**config.mk**
```make
export PLATFORM = sky130hd
export DESIGN_NAME = prog_sequencer
export DESIGN_NICKNAME = d
export VERILOG_FILES = /design/src/rtl/cpu_pkg.sv /design/src/rtl/prog_counter.sv /design/src/rtl/prog_sequencer.sv
export SDC_FILE = /design/constraint.sdc
export NUM_CORES = 1
export LEC_CHECK = 0
export ABC_AREA = 0
export CAP_MARGIN = 10
export CORE_MARGIN = 1
export CORE_UTILIZATION = 50
export DETAILED_ROUTE_END_ITERATION = 7
export PLACE_DENSITY = 0.79
export SLEW_MARGIN = 40
export SYNTH_ARGS = -nofsm -noshare
export SYNTH_HDL_FRONTEND = slang
export SYNTH_SLANG_ARGS = --single-unit
```
**constraint.sdc**
```tcl
create_clock -name clk -period 3 [get_ports clk]
set_clock_uncertainty 0.2 [all_clocks]
set_input_delay 0.6 -clock clk [delete_from_list [all_inputs] [get_ports clk]]
set_output_delay 0.6 -clock clk [all_outputs]
set_load 0.01 [all_outputs]
```
**src/rtl/cpu_pkg.sv**
```systemverilog
// Shared definitions for the program sequencer and the processor it drives:
// opcode encodings, sequencer state encoding and instruction-field helpers.
package cpu_pkg;

  localparam int unsigned WORD_W = 9;

  localparam logic [2:0] OP_MV  = 3'b000;
  localparam logic [2:0] OP_MVI = 3'b001;
  localparam logic [2:0] OP_ADD = 3'b010;
  localparam logic [2:0] OP_SUB = 3'b011;
  localparam logic [2:0] OP_4   = 3'b100;
  localparam logic [2:0] OP_5   = 3'b101;
  localparam logic [2:0] OP_6   = 3'b110;
  localparam logic [2:0] OP_7   = 3'b111;

  typedef enum logic [2:0] {
    ST_IDLE  = 3'd0,
    ST_FETCH = 3'd1,
    ST_ISSUE = 3'd2,
    ST_LOAD  = 3'd3,
    ST_IMM   = 3'd4,
    ST_WAIT  = 3'd5,
    ST_HALT  = 3'd6
  } seq_state_e;

  function automatic logic [2:0] opcode_of(input logic [WORD_W-1:0] word);
    return word[8:6];
  endfunction

endpackage

```
**src/rtl/prog_counter.sv**
```systemverilog
// Program counter with sticky end-of-program flag; the flag sets on any
// increment that lands on prog_len (modulo 2^PC_W, so 0 means full wrap).
module prog_counter #(
  parameter int PC_W = 8
) (
  input  logic            clk,
  input  logic            reset,
  input  logic            clr,
  input  logic            inc,
  input  logic [PC_W-1:0] prog_len,
  output logic [PC_W-1:0] pc,
  output logic            end_flag
);

  logic [PC_W-1:0] pc_q, pc_d;
  logic            end_q, end_d;

  always_comb begin
    pc_d  = pc_q;
    end_d = end_q;
    if (clr) begin
      pc_d  = '0;
      end_d = 1'b0;
    end else if (inc) begin
      pc_d = pc_q + PC_W'(1);
      if (pc_d == prog_len) end_d = 1'b1;
    end
  end

  always_ff @(posedge clk) begin
    if (reset) begin
      pc_q  <= '0;
      end_q <= 1'b0;
    end else begin
      pc_q  <= pc_d;
      end_q <= end_d;
    end
  end

  assign pc       = pc_q;
  assign end_flag = end_q;

endmodule

```
**src/rtl/prog_sequencer.sv**
```systemverilog
// Feeds a program from a synchronous ROM into a simple processor, one
// instruction (plus optional immediate) per cpu_run handshake.
//
// state | meaning
// IDLE  | after reset, waiting for start
// FETCH | ROM address presented, data arrives next cycle
// ISSUE | waiting for cpu_done, then pulse cpu_run and register the word
// LOAD  | processor loads IR from din; ROM addressed at the next word
// IMM   | register the immediate word for move-immediate
// WAIT  | waiting for cpu_done to retire the instruction
// HALT  | program finished, waiting for start
module prog_sequencer
  import cpu_pkg::*;
#(
  parameter int PC_W  = 8,
  parameter int CNT_W = 16
) (
  input  logic             clk,
  input  logic             reset,
  input  logic             start,
  input  logic [PC_W-1:0]  prog_len,
  output logic [PC_W-1:0]  rom_addr,
  input  logic [8:0]       rom_data,
  output logic [8:0]       din,
  output logic             cpu_run,
  input  logic             cpu_done,
  output logic             busy,
  output logic             halted,
  output logic [CNT_W-1:0] instr_cnt
);

  seq_state_e        state_q, state_d;
  logic [8:0]        din_q, din_d;
  logic [2:0]        op_q, op_d;
  logic [CNT_W-1:0]  cnt_q, cnt_d;
  logic              pc_clr, pc_inc, run;
  logic [PC_W-1:0]   pc;
  logic              end_flag;

  prog_counter #(.PC_W(PC_W)) u_pc (
    .clk      (clk),
    .reset    (reset),
    .clr      (pc_clr),
    .inc      (pc_inc),
    .prog_len (prog_len),
    .pc       (pc),
    .end_flag (end_flag)
  );

  always_comb begin
    state_d = state_q;
    din_d   = din_q;
    op_d    = op_q;
    cnt_d   = cnt_q;
    pc_clr  = 1'b0;
    pc_inc  = 1'b0;
    run     = 1'b0;
    case (state_q)
      ST_IDLE, ST_HALT: begin
        if (start) begin
          state_d = ST_FETCH;
          pc_clr  = 1'b1;
          cnt_d   = '0;
        end
      end
      ST_FETCH: state_d = ST_ISSUE;
      ST_ISSUE: begin
        if (cpu_done) begin
          run     = 1'b1;
          din_d   = rom_data;
          op_d    = opcode_of(rom_data);
          pc_inc  = 1'b1;
          state_d = ST_LOAD;
        end
      end
      ST_LOAD: state_d = (op_q == OP_MVI) ? ST_IMM : ST_WAIT;
      ST_IMM: begin
        // ROM was addressed at pc during LOAD, so the immediate is on rom_data now
        din_d   = rom_data;
        pc_inc  = 1'b1;
        state_d = ST_WAIT;
      end
      ST_WAIT: begin
        if (cpu_done) begin
          if (cnt_q != '1) cnt_d = cnt_q + CNT_W'(1);
          state_d = end_flag ? ST_HALT : ST_FETCH;
        end
      end
      default: state_d = ST_IDLE;
    endcase
  end

  always_ff @(posedge clk) begin
    if (reset) begin
      state_q <= ST_IDLE;
      din_q   <= '0;
      op_q    <= OP_MV;
      cnt_q   <= '0;
    end else begin
      state_q <= state_d;
      din_q   <= din_d;
      op_q    <= op_d;
      cnt_q   <= cnt_d;
    end
  end

  assign rom_addr  = pc;
  assign din       = din_q;
  assign cpu_run   = run;
  assign busy      = (state_q != ST_IDLE) && (state_q != ST_HALT);
  assign halted    = (state_q == ST_HALT);
  assign instr_cnt = cnt_q;

endmodule

```
[Word level (Yosys, flattened, before mapping)]
Cells that the tools add are included.
Word-level totals
  register bits after elaboration: 40
  bits in latches: 0
  bits in writable memories: 0
  memory bits (read-only): 0
  input bits: 21
  logic and storage cells: 51
  memories kept: 0
Cells by class
  add/sub/neg operators: 2
  multiply operators: 0
  divide/modulo/power cells: 0
  magnitude comparators: 0
  equality and inequality tests: 14
  shifts and indexed selects: 0
  multiplexer cells: 17
  bitwise logic cells: 0
  reduce and logical (&&, ||, !) cells: 12
Operator list (number)
  two-way mux 16 bit: 3
  case mux 16 bit (2 select lines): 1
  case mux 3 bit (6 select lines): 1
  case mux 9 bit (2 select lines): 1
  adder 16 x 1 -> 16 bit, second input constant: 1
  != test 16 bit, second input constant: 1
  two-way mux 3 bit: 4
  equality test 3 bit, second input constant: 3
  two-way mux 9 bit: 1
  adder 8 x 1 -> 8 bit, second input constant: 1
  equality test 8 bit: 1
  != test 2 bit, second input constant: 4
  equality test 3 x 1 -> 1 bit, second input constant: 2
  equality test 3 x 2 -> 1 bit, second input constant: 2
  AND reduction 2 bit: 3
  two-way mux 1 bit: 5
  AND reduction 4 bit: 1
  nonzero test 2 bit: 2
  OR reduction 2 bit: 2
  logical NOT 3 bit: 1
  != test 3 bit, second input constant: 1
  AND reduction 3 bit: 1
  nonzero test 3 bit: 1
  case mux 1 bit (2 select lines): 1
  logical AND 1 bit: 1

[Depth between registers and ports, before layout]
  depth in word-level cells: 4
  gate-level depth with buffers: 7

[By module]
Synthesis repeated with hierarchy kept, for this count alone.
Unflattened totals
  cell total of the unflattened synthesis: 244
  area, all modules: 2125.8 µm²
Modules (own cells, without submodules)
  prog_sequencer: instances 1, cells an instance 178, area each 1551.5 µm²
  prog_counter: instances 1, cells an instance 66, area each 574.3 µm²

[Worst setup path before layout]
No wires, ideal clock.
  kind: register to register
  from: register cnt_q[0] (netlist: instr_cnt[0])
  to: register cnt_q[0] (netlist: instr_cnt[0])
  library setup time: 0.060 ns
  arrival time: 1.917 ns
  data required time: 2.740 ns
  path slack: 0.823 ns
  stages on the path, launching flop included: 7
  path buffers: 0
  cells stage by stage: dfxtp_1 -> ha_1 -> nand3_1 -> or2_4 -> or4_4 -> a21oi_2 -> mux2_1
Between the ends
  longest elaborated chain between the ends: 4
Ends and longest elaborated chain
  start: declaration: RTL line prog_sequencer.sv:35  | logic [CNT_W-1:0] cnt_q, cnt_d;
  start signal: assignment: RTL line prog_sequencer.sv:103  | cnt_q <= cnt_d;
  adder 16 x 1 -> 16 bit: RTL line prog_sequencer.sv:85  | if (cnt_q != '1) cnt_d = cnt_q + CNT_W'(1);
  two-way mux 16 bit: RTL line prog_sequencer.sv:85
  two-way mux 16 bit: RTL line prog_sequencer.sv:84  | if (cpu_done) begin
  case mux 16 bit (2 select lines): RTL line prog_sequencer.sv:58  | case (state_q)
Parallel ways exist; a longest one is shown, timed or not. The select of a mux whose other input is x is not followed.
A chain may end at the register's enable or synchronous reset.

[Worst setup path in the final report]
  from: input cpu_done
  to: output cpu_run
Between the ends
  longest elaborated chain between the ends: 2
Ends and longest elaborated chain
  start: declaration: RTL line prog_sequencer.sv:26  | input logic cpu_done,
  two-way mux 1 bit: RTL line prog_sequencer.sv:68  | if (cpu_done) begin
  two-way mux 1 bit: RTL line prog_sequencer.sv:58
  end: declaration: RTL line prog_sequencer.sv:25  | output logic cpu_run,
Every way passes these cells.

==> impl_metrics.py <==
metrics = {
    "status": {
        "outcome": "finished clean",
    },
    "global_routing": {
        "grt_util_met3_pct": 4.00,
        "antenna_found_initial": 0,
        "grt_use_total_pct": 23.1,
        "met1_usage_pct": 31.7,
        "grt_pass1_vias": 1803,
        "grt_pass1_wl_um": 8260,
        "grt_max_degree": 17,
        "grtUsageMet2_pct": 36.9,
        "busiest_layer": "met2",
        "grt_overflow": 0,
    },
    "synth": {
        "ys.flop_type": "dfxtp_1",
        "syn_area_sq_um": 2200,
        "synth_xor_area_share_pct": 7.57,
        "yosysUniqueCellTypes": 48,
        "async_flop_share_pct": 0,
        "ys_top_cells_by_count": "dfxtp_1, nand2_1, a21oi_1",
        "synthMostInstantiatedCell": "dfxtp_1",
        "synth.avg_cell_area_sq_um": 8.29,
        "synthAdderAreaFrac_pct": 1.14,
        "synth_top_family_by_area": "simple AND/OR/NAND/NOR gates",
        "ys_seq_area_share_pct": 36.4,
        "synth_compound_area_share_pct": 12.7,
        "synth.ff_latch_count": 40,
        "syn_inst": 265,
        "yosysWarnings": 0,
        "synth_top_area_share_pct": 36.4,
        "synthesis.nets": 288,
        "synth-edff-count": 0,
        "synthSimpleGateAreaFrac_pct": 32.4,
        "synth_mux_area_share_pct": 5.98,
        "synth.top_cells.by_area": "dfxtp_1, nand2_1, mux2i_1",
        "yosys.area.top_type": "dfxtp_1",
    },
    "worst_setup_path": {
        "worst_setup_path_end_kind": "output pin",
        "arrival_ns": 2.08,
        "path_cells": "clkdlybuf4s50_1 > nor4bb_1 > clkdlybuf4s50_1",
        "worst-path-max-fanout": 2,
        "critPathKind": "primary input to output pin",
        "path_common_cell": "clkdlybuf4s50_1",
        "startpoint_type": "primary input",
        "required_ns": 2.20,
        "critPathSlowestCell": "clkdlybuf4s50_1",
        "max_stage_delay_ns": 0.61,
    },
    "die": {
        "dieArea_sq_um": 4660,
        "die_h_um": 68.3,
        "initial_utilization_pct": 53.4,
        "die_w_um": 68.3,
        "core_sq_um": 4120,
        "row_count": 23,
        "pin_count": 57,
    },
    "power": {
        "power.density_nw_per_um2": 536,
        "p_leak_nw": 1.00,
        "irDropWorstVdd_uv": 412,
    },
    "final_layout": {
        "fin_util_pct": 70.7,
        "area_delta_synth_final_pct": 32.3,
        "finish.instance_area_sq_um": 2910,
        "stdcell_count": 369,
        "drive_gt1_share_pct": 7.21,
        "finalNetCount": 341,
        "num_antenna_cells": 0,
    },
    "place": {
        "dp_cells": 361,
        "placed_area_sq_um": 2800,
        "io_buffers": 56,
        "gp_congestion": 0.823,
        "hpwl_um": 3570,
    },
    "timing": {
        "tns_ns": 0,
        "finalSetupViolCount": 0,
        "slew_viol_final": 0,
        "tightest_slew_ns": 0.745,
        "hold_viol": 0,
        "rsz0062_at_grt": "false",
        "finalCritPeriodShare_pct": 95.9,
        "holdWs_ns": 0.258,
        "fmax_mhz": 348,
        "relSlewSlack_pct": 50.2,
        "period_needed_ns": 2.88,
    },
    "run": {
        "drv_cap": 0,
    },
    "clocking": {
        "cts_sinks": 40,
        "post_cts_resized": 0,
        "holdBufCountCts": 0,
        "clkTransAtPathRegs_ns": 0.08,
        "post_cts_buffers": 0,
        "cts_htree_levels": 2,
        "cts_tree": "yes",
        "clock_path_buffers": 2,
        "root_buffer": "clkbuf_8",
        "cts_made_buffers": 5,
        "clk_latency_ns": 0.29,
    },
    "detailed_routing": {
        "drtAntennaViolNets": 0,
        "num_vias": 2083,
        "via_per_inst": 5.64,
        "remaining_drc_errors": 0,
        "drtPass1Iterations": 4,
        "drtIter0Drc": 103,
        "wl_per_cell_um": 13.4,
        "totalWireLength_um": 4960,
    },
    "hold_path": {
        "min-delay-path-class": "flop to flop",
    },
}
-- report_power, final --
part / internal [mW] / leakage (nW) / switching [mW]
Clock: 0.247 / 0.0552 / 0.188
Combinational: 0.228 / 0.623 / 0.262
Sequential: 0.574 / 0.323 / 0.0577
-- sequential cells by signal, indices dropped and copies added, names as in the netlist --
signal	flops
din	9
instr_cnt	16
op_q	3
state_q	3
u_pc.end_flag	1
u_pc.pc	8
-- cells by family after synthesis --
kind of cell,count (synthesis)
AOI/OAI and AO/OA,44
xor gates and xnor gates,19
muxes,13
and+or+nand+nor,127
buffers and inverters,20
DFF,40
adders and majority gates,2
-- final cells by class --
| class | count | area (sq um) |
|---|---|---|
| Timing Repair Buffer | 62 | 606 |
| Fill cell | 346 | 1210 |
| Multi-Input combinational cell | 205 | 1320 |
| Inverter | 4 | 15.0 |
| Sequential cell | 40 | 801 |
| Tap cell | 50 | 62.6 |
| Clock buffer | 6 | 72.6 |
| Clock inverter | 2 | 35.0 |
-- placed cells by master, fill, tap and decap left out, types with 2 or more instances in the layout --
| cell | n |
|---|---|
| nor3_1 | 8 |
| xor2_1 | 9 |
| inv_1 | 4 |
| nand4_1 | 11 |
| clkbuf_8 | 5 |
| or3_1 | 4 |
| o31ai_1 | 6 |
| ha_1 | 2 |
| a41o_1 | 2 |
| mux2i_1 | 12 |
| nand2_1 | 34 |
| nand3_1 | 11 |
| nand2b_1 | 10 |
| a31oi_1 | 2 |
| or4_1 | 6 |
| nor4b_1 | 2 |
| nor4_1 | 2 |
| dfxtp_1 | 40 |
| nor2_1 | 13 |
| clkdlybuf4s50_1 | 56 |
| a21oi_1 | 19 |
| and3_1 | 6 |
| or2_2 | 2 |
| buf_4 | 6 |
| o21ai_0 | 6 |
| nor3b_1 | 4 |
| nand3b_1 | 3 |
| xnor2_1 | 10 |
-- per-layer routing --
metal / share of wire (%) / up-vias / routed length (um)
met3: 2.8 / 7 / 137
met2: 48 / 32 / 2410
met1: 48 / 984 / 2360
li1: - / 1060 / -
met5: 0 / - / 0
met4: 1.2 / 0 / 58
-- metrics by stage --
step                setup slack [ns]  power (mW)
global route                  0.0514        1.65
CTS                            0.111        1.57
finish                         0.123        1.56
detailed placement             0.139        1.13
global placement               0.141        1.12
floorplan                      0.823       0.962
-- worst paths after layout --
kind | slack, ns | depth (start not counted) | endpoint | from
max | 0.12 | 3 | cpu_run | cpu_done
min | 0.26 | 2 | din[3] | din[3]
max reg2reg | 0.61 | 6 | instr_cnt[4] | instr_cnt[1]
min reg2reg | 0.26 | 2 | din[3] | din[3]
-- worst max-delay path: cells and delay by family --
kind / cells / cell delay [ns]
buf+inv: 2 / 1.09
simple gates: 1 / 0.39
Note: power is estimated with default switching activity, not from simulation.
